[src/rtl/fifo_wr_arbiter.sv]
// -----------------------------------------------------------------------------
// fifo_wr_arbiter
//
// Round-robin write-side arbiter in front of a synchronous FIFO. NUM_REQ
// producers share the FIFO's single write port through per-requester
// valid/ready handshakes. A grant is held for up to MAX_BURST accepted beats.
// An internal credit counter (occ) reserves an entry at acceptance and
// releases it on rd_done, so a write the FIFO would drop is never issued.
//
// Ports:
//   clk        rising-edge clock
//   reset      synchronous, active-high reset
//   req_valid  per-requester data valid                      [NUM_REQ]
//   req_data   requester i data in bits [i*WIDTH +: WIDTH]   [NUM_REQ*WIDTH]
//   req_ready  per-requester accept (combinational from registered state,
//              occ and fifo_full)                            [NUM_REQ]
//   fifo_wr    registered write strobe to the FIFO
//   fifo_data  registered write data to the FIFO             [WIDTH]
//   fifo_full  FIFO full flag
//   rd_done    one-cycle pulse per entry popped from the FIFO
//   grant_id   current or most recent grantee                [$clog2(NUM_REQ)]
//   busy       high while in the GRANT state
//   occ        reserved/occupied entry count                 [$clog2(FIFO_CAP+1)]
//
// Optional build macro FIFO_WR_ARB_STATS_EN adds:
//   stats_clr  synchronous clear of stall_cnt (priority over increment)
//   stall_cnt  saturating count of cycles in GRANT where the grantee is valid
//              but not ready                                 [16]
// -----------------------------------------------------------------------------
module fifo_wr_arbiter #(
   parameter int NUM_REQ   = 4,
   parameter int WIDTH     = 8,
   parameter int FIFO_CAP  = 15,
   parameter int MAX_BURST = 4
) (
   input  logic                           clk,
   input  logic                           reset,
   input  logic [NUM_REQ-1:0]             req_valid,
   input  logic [NUM_REQ*WIDTH-1:0]       req_data,
   output logic [NUM_REQ-1:0]             req_ready,
   output logic                           fifo_wr,
   output logic [WIDTH-1:0]               fifo_data,
   input  logic                           fifo_full,
   input  logic                           rd_done,
   output logic [$clog2(NUM_REQ)-1:0]     grant_id,
   output logic                           busy,
   output logic [$clog2(FIFO_CAP+1)-1:0]  occ
`ifdef FIFO_WR_ARB_STATS_EN
   ,
   input  logic                           stats_clr,
   output logic [15:0]                    stall_cnt
`endif
);

   localparam int GW = $clog2(NUM_REQ);
   localparam int OW = $clog2(FIFO_CAP + 1);
   localparam int BW = $clog2(MAX_BURST + 1);

   typedef enum logic [0:0] {
      IDLE  = 1'b0,
      GRANT = 1'b1
   } state_t;

   state_t          state;
   logic [BW-1:0]   burst_cnt;

   logic [GW-1:0]   next_gid;
   logic [GW-1:0]   cand;
   logic            found;
   logic            can_accept;
   logic            accept;
   logic            rd_eff;
   logic            burst_last;
   logic [WIDTH-1:0] sel_data;

   // Round-robin search: first valid requester strictly after grant_id,
   // wrapping from NUM_REQ-1 back to 0; grant_id itself is tried last.
   always_comb begin
      next_gid = grant_id;
      cand     = '0;
      found    = 1'b0;
      for (int k = 1; k <= NUM_REQ; k++) begin
         cand = GW'((int'(grant_id) + k) % NUM_REQ);
         if (!found && req_valid[cand]) begin
            found    = 1'b1;
            next_gid = cand;
         end
      end
   end

   // Ready is withheld whenever the credit counter is exhausted or the FIFO
   // reports full; this also freezes the burst count during a stall.
   assign can_accept = (state == GRANT) && (occ < OW'(FIFO_CAP)) && !fifo_full;
   assign accept     = can_accept && req_valid[grant_id];
   // A spurious rd_done with nothing reserved must not underflow occ.
   assign rd_eff     = rd_done && (occ != '0);
   assign burst_last = (burst_cnt == BW'(MAX_BURST - 1));
   assign sel_data   = req_data[int'(grant_id)*WIDTH +: WIDTH];

   always_comb begin
      req_ready = '0;
      if (can_accept) req_ready[grant_id] = 1'b1;
   end

   // ---- acceptance edge -> registered FIFO write (one cycle latency) ----
   always_ff @(posedge clk) begin
      if (reset) begin
         state     <= IDLE;
         busy      <= 1'b0;
         grant_id  <= GW'(NUM_REQ - 1);
         burst_cnt <= '0;
         occ       <= '0;
         fifo_wr   <= 1'b0;
         fifo_data <= '0;
      end else begin
         fifo_wr <= accept;
         if (accept) fifo_data <= sel_data;

         // Credit is reserved at acceptance, before the write reaches the FIFO.
         case ({accept, rd_eff})
            2'b10:   occ <= occ + 1'b1;
            2'b01:   occ <= occ - 1'b1;
            default: occ <= occ;
         endcase

         case (state)
            IDLE: begin
               if (|req_valid) begin
                  grant_id  <= next_gid;
                  burst_cnt <= '0;
                  state     <= GRANT;
                  busy      <= 1'b1;
               end
            end
            GRANT: begin
               if (!req_valid[grant_id]) begin
                  state <= IDLE;
                  busy  <= 1'b0;
               end else if (accept) begin
                  burst_cnt <= burst_cnt + 1'b1;
                  if (burst_last) begin
                     state <= IDLE;
                     busy  <= 1'b0;
                  end
               end
            end
            default: begin
               state <= IDLE;
               busy  <= 1'b0;
            end
         endcase
      end
   end

`ifdef FIFO_WR_ARB_STATS_EN
   // Stall statistics: grantee has data but credit or FIFO space is missing.
   always_ff @(posedge clk) begin
      if (reset) begin
         stall_cnt <= '0;
      end else if (stats_clr) begin
         stall_cnt <= '0;
      end else if ((state == GRANT) && req_valid[grant_id] && !req_ready[grant_id]
                   && (stall_cnt != 16'hFFFF)) begin
         stall_cnt <= stall_cnt + 16'd1;
      end
   end
`endif

endmodule

[config.mk]
export PLATFORM = sky130hd
export DESIGN_NAME = fifo_wr_arbiter
export DESIGN_NICKNAME = d
export VERILOG_FILES = /design/src/rtl/fifo_wr_arbiter.sv
export SDC_FILE = /design/constraint.sdc
export NUM_CORES = 1
export LEC_CHECK = 0
export ABC_AREA = 1
export CAP_MARGIN = 30
export CORE_MARGIN = 2
export CORE_UTILIZATION = 39
export DETAILED_ROUTE_END_ITERATION = 16
export HOLD_SLACK_MARGIN = 0.03
export PLACE_DENSITY = 0.72
export SYNTH_ARGS = -nofsm -noshare
export SYNTH_HDL_FRONTEND = slang
export SYNTH_SLANG_ARGS = --single-unit
export TNS_END_PERCENT = 10
[constraint.sdc]
create_clock -name clk -period 2 [get_ports clk]
set_input_delay 0.4 -clock clk [delete_from_list [all_inputs] [get_ports clk]]
set_output_delay 0.4 -clock clk [all_outputs]
set_load 0.03 [all_outputs]
# Word-level counts from Yosys, hierarchy flattened
# Cells that the tools add are included.
dict set report totals {
  out_inout_bits 20
  regBits 20
  inputBits 40
  elab_cells 85
}
dict set report op_classes {
  n_shift 1
  n_eq_ne 8
  n_lt_le_gt_ge 7
  bitwise 1
  muxes 35
  addsub 7
  n_reduce_logical 19
}
# cell count
set op_table {}
lappend op_table {{$shiftx 32x6->8} 1}
lappend op_table {{$mux 1} 17}
lappend op_table {{$lt 2x3->1 const B} 5}
lappend op_table {{$bmux 1 s2} 5}
lappend op_table {{$mux 3} 3}
lappend op_table {{$reduce_and 3->1} 3}
lappend op_table {{$logic_and 1x1->1} 8}
lappend op_table {{$mux 2} 4}
lappend op_table {{$pmux 4 s2} 1}
lappend op_table {{$reduce_bool 4->1} 2}
lappend op_table {{$ne 3x3->1 const B} 2}
lappend op_table {{$pmux 3 s2} 1}
lappend op_table {{$add 2x1->2 const B} 2}
lappend op_table {{$add 2x2->2 const B} 2}
lappend op_table {{$add 4x1->4 const B} 1}
lappend op_table {{$logic_not 1->1} 4}
lappend op_table {{$lt 4x4->1 const B} 1}
lappend op_table {{$mux 4} 1}
lappend op_table {{$ne 2x1->1 const B} 2}
lappend op_table {{$pmux 1 s2} 2}
lappend op_table {{$reduce_or 4->1} 1}
lappend op_table {{$sub 4x1->4 const B} 1}
lappend op_table {{$add 3x1->3 const B} 1}
lappend op_table {{$eq 3x2->1 const B} 1}
lappend op_table {{other kinds (7)} 7}

# Depth between registers and ports, before layout
# Gate-level depths: netlist (run 1).
dict set report depth {
  ltp_word 14
  depth_mapped 17
  ltp_nobuf 16
}

# Worst setup path after synthesis (run 1)
# OpenSTA, ideal clock, no wires.
dict set report synth_timing {
  kind {flip-flop to flip-flop}
  start {register grant_id[0]}
  end {register occ[2]}
  path_slack_ns -0.315
  required_time_ns 1.885
  stages_incl_launch_ff 16
  n_path_buf 1
  period_less_slack_ns 2.315
  setup_ns 0.115
  arrival_time_ns 2.200
  path_cell_list {dfxtp_1 -> nand2_1 -> nand2_1 -> nand2_1 -> nand2_2 -> nand2_4 -> buf_4 -> ha_1 -> nand2_1 -> inv_1 -> nor2_1 -> ha_1 -> a21oi_1 -> xnor2_1 -> o21ai_0 -> inv_1}
}
dict set report synth_between {
  elab_chain_cells 5
  word_cells_on_any_way 7
  cone_classes {eq/ne: 2; mux: 3; reduce/logical: 2}
}
# element line
set synth_rtl {}
lappend synth_rtl {{from (decl)} 45} ;# output logic [$clog2(NUM_REQ)-1:0] grant_id,
lappend synth_rtl {{from (signal assigned)} 110} ;# grant_id <= GW'(NUM_REQ - 1);
lappend synth_rtl {{from (signal assigned)} 129} ;# grant_id <= next_gid;
lappend synth_rtl {{$bmux 1 s2 (*)} 94} ;# assign accept = can_accept && req_valid[grant_id];
lappend synth_rtl {{$mux 1 (not written as such) (*)} 94}
lappend synth_rtl {{$logic_and 1x1->1 (*)} 94}
lappend synth_rtl {{$eq 2x1->1 or $eq 2x2->1 (tied branches)} 120} ;# case ({accept, rd_eff})
lappend synth_rtl {{$pmux 4 s2 or $reduce_bool 2->1 (tied branches)} -}
lappend synth_rtl {{to (signal assigned)} 121} ;# 2'b10: occ <= occ + 1'b1;
lappend synth_rtl {{to (signal assigned)} 122} ;# 2'b01: occ <= occ - 1'b1;
lappend synth_rtl {{to (decl)} 47} ;# output logic [$clog2(FIFO_CAP+1)-1:0] occ
# Every way passes the cells marked *; elsewhere a longest branch is shown, timed or not. The select of a mux whose other input is x is not followed.
# A chain may end at the register's enable or synchronous reset.

# Final worst setup path (run 1)
dict set report layout_timing {
  start {register grant_id[1]}
  end {output port grant_id[1]}
}
# No word-level cell between the ends.

==> reports/metrics.yaml, run 1 <==
status: "finished, final reports clean"
peakVddDrop_mv: 0.5439
synth_ff_type: "dfxtp_1"
cts.sink_count: 20
setup_viol: 0
drt_iter0_drc: 76
hold_class: "register to register"
viasPerCell: 4.773
start_kind: "register"
syn_area_sq_mm: 0.001505
final_nets: 346
grt.total_usage: 0.1923
port_buffers: 59
wl_met1_mm: 1.704
fillers: 352
fin_worst_skew_ns: 0.01420
grt_overflow: 0
seq_area_frac_synth: 0.2660
cts-root-buf: "clkbuf_8"
area_growth_pct: 55.94
maxSlewViolCount: 0
tritoncts: "done"
highest_layer: "met4"
tns_ns: 0
drtAntennaViolNets: 0
path_class: "register to output pin"
synth_top_area_share: 0.2660
dp.final_hpwl_mm: 2.986
ctsHoldBuffers: 0
grt_pass1_wl_mm: 6.617
ios: 60
initial_core_util: 0.4081
core_sq_mm: 0.003689
avgSynthCellArea_sq_um: 6.660
leakagePower_nw: 1.037
drv_cap: 0
combPwrFrac: 0.621
drt_first_pass_iters: 4
drive_gt1_frac: 0.2331
row_count: 22
wl_met3_microns: 336
synth-seq-cells: 20
yosysUniqueCellTypes: 26
routedWlPerCell_microns: 11.03
clkLatencyLatePin_ns: 0.27
drc: 0
endpoint_kind: "output pin"
yosysWarnings: 0
tightest_slew_ns: 0.3375
met2_length_mm: 1.716
routed_wl_mm: 3.793
p_sw_frac: 0.4552
async_reset_ff_frac: 0
synth_area_leaders: "dfxtp_1, nand2_1, ha_1"
cp.required_ns: 1.60
clock_path_buffers: 2
arrival_ns: 1.52
grt_pass1_vias: 1599
hold_violations: 0
die_w_microns: 66.13
worstPathMaxFanout: 11
diodes: 0
finalCritPeriodShare: 0.9583
yosysTopAreaCell: "dfxtp_1"
grt_max_degree: 18
internal_power_w: 0.001484
relSlewSlack: 0.7743
synthesis.nets: 275
clk_pin_slew_worst_paths_ns: 0.09
power.density_mw_per_mm2: 1161
synth_cells: 226
dieArea_sq_mm: 0.004373
p_seq_frac: 0.228
power_switching_w: 0.001240
final_core_util: 0.6364
dr_total_vias: 1642
antenna_found_initial: 0
gp_congestion: 0.7997
pwr-share-clk: 0.151
synth-edff-count: 0
cts_buffers: 3
fp.dieH_microns: 66.13
max_freq_ghz: 0.5218
min_period_ns: 1.917
cts-htree-levels: 1
-- flip-flops by register name, summed over array words and instances, names as in the netlist --
signal,cells
burst_cnt,3
fifo_data,8
occ,4
fifo_wr,1
state,1
busy,1
grant_id,2
-- critical path, cell delays in order (launching register included) --
cell and delay, ns:
dfxtp_2 0.39, buf_4 0.18, clkdlybuf4s50_1 0.68
-- repair_timing --
item,CTS,global route
buffers inserted,0,2
pin swaps,7,6
resized for setup,3,12
hold endpoints to repair,0,0
setup endpoints to repair,7,8
-- worst paths after layout --
kind / from / endpoint / slack [ns] / cells past startpoint
worst max-delay path: grant_id[1] / grant_id[1] / 0.08 / 2
worst min-delay path: state / busy / 0.47 / 1
worst max register to register: state / occ[2] / 0.13 / 13
worst min register to register: state / busy / 0.47 / 1
-- routing by layer --
metal	vias up	global-route usage
met2	54	0.3213
met1	705	0.2341
li1	879	-
met3	4	0.07496
met4	0	0.03827
met5	-	0
-- area by class of cell --
class                           count  area (sq um)  area share
Clock inverter                      1         30.03     0.01279
Timing Repair Buffer               75         713.2      0.3038
Sequential cell                    20         419.2      0.1786
Inverter                           25         96.34     0.04104
Tap cell                           48         60.06     0.02559
Clock buffer                        3         41.29     0.01759
Multi-Input combinational cell    172         987.2      0.4206
-- per-stage QoR --
stage          worst slack (ns)  total power (W)  hold WS, ns  cell area (sq um)  cells
2_1_floorplan           0.01314         0.001800       0.4528               1548    226
3_3_place_gp            -0.2888         0.002228       0.4635               2217    338
3_5_place_dp            -0.3540         0.002244       0.4676               2217    338
4_1_cts                0.002569         0.002669       0.4865               2293    342
5_1_grt                -0.01401         0.002981       0.4964               2347    344
6_report                0.08349         0.002725       0.4715               2347    344
-- cell families (layout without fill, tap and decap cells) --
logic type | after synthesis | count (layout) | share of synthesized area
AND/OR/NAND/NOR | 113 | 113 | 0.3416
XOR/XNOR | 1 | 1 | 0.005820
AO/OA/AOI/OAI | 49 | 49 | 0.1995
adder cells (fa/ha/maj) | 9 | 9 | 0.07481
buffers and inverters | 34 | 104 | 0.1122
flip-flops | 20 | 20 | 0.2660
-- synthesized netlist by cell type, types with 3 or more instances --
| cell type | instances |
|---|---|
| nand3_1 | 19 |
| dfxtp_1 | 20 |
| nand2_1 | 47 |
| a21oi_2 | 10 |
| nand2_2 | 12 |
| nand4_1 | 4 |
| o22ai_1 | 8 |
| inv_1 | 23 |
| clkbuf_1 | 3 |
| nor2_1 | 27 |
| a21oi_1 | 7 |
| ha_1 | 9 |
| o21ai_0 | 21 |
| buf_4 | 4 |
-- layout by cell type, fill, tap and decap left out, types with 2 or more instances in the layout --
| master | instances |
|---|---|
| nor2_4 | 3 |
| o22ai_1 | 8 |
| o21ai_0 | 20 |
| buf_4 | 19 |
| dfxtp_2 | 3 |
| dfxtp_4 | 4 |
| nand2_1 | 44 |
| ha_1 | 7 |
| dfxtp_1 | 13 |
| nand4_1 | 4 |
| ha_4 | 2 |
| inv_2 | 2 |
| clkdlybuf4s50_1 | 50 |
| clkbuf_8 | 3 |
| a21oi_1 | 6 |
| a21oi_2 | 11 |
| inv_1 | 22 |
| nor2_1 | 25 |
| nand3_1 | 19 |
| nand2_2 | 15 |
| dlymetal6s2s_1 | 4 |
-- power by group through the flow --
stage	sequential [W]	clock (W)	combinational, W
floorplan	0.000743	0	0.00106
global placement	0.000628	0	0.00160
detailed placement	0.000626	0	0.00162
CTS	0.000620	0.000420	0.00163
global route	0.000637	0.000438	0.00191
finish	0.000620	0.000412	0.00169
(Power assumes the default switching activity.)
==> run 2: changes to the inputs <==
--- a/config.mk
+++ b/config.mk
@@ -12,6 +12,7 @@
 export DETAILED_ROUTE_END_ITERATION = 16
 export HOLD_SLACK_MARGIN = 0.03
 export PLACE_DENSITY = 0.72
+export SLEW_MARGIN = 20
 export SYNTH_ARGS = -nofsm -noshare
 export SYNTH_HDL_FRONTEND = slang
 export SYNTH_SLANG_ARGS = --single-unit
==> results of run 2 <==
Same layout as run 1: the final DEF is identical, and so are final timing and power.
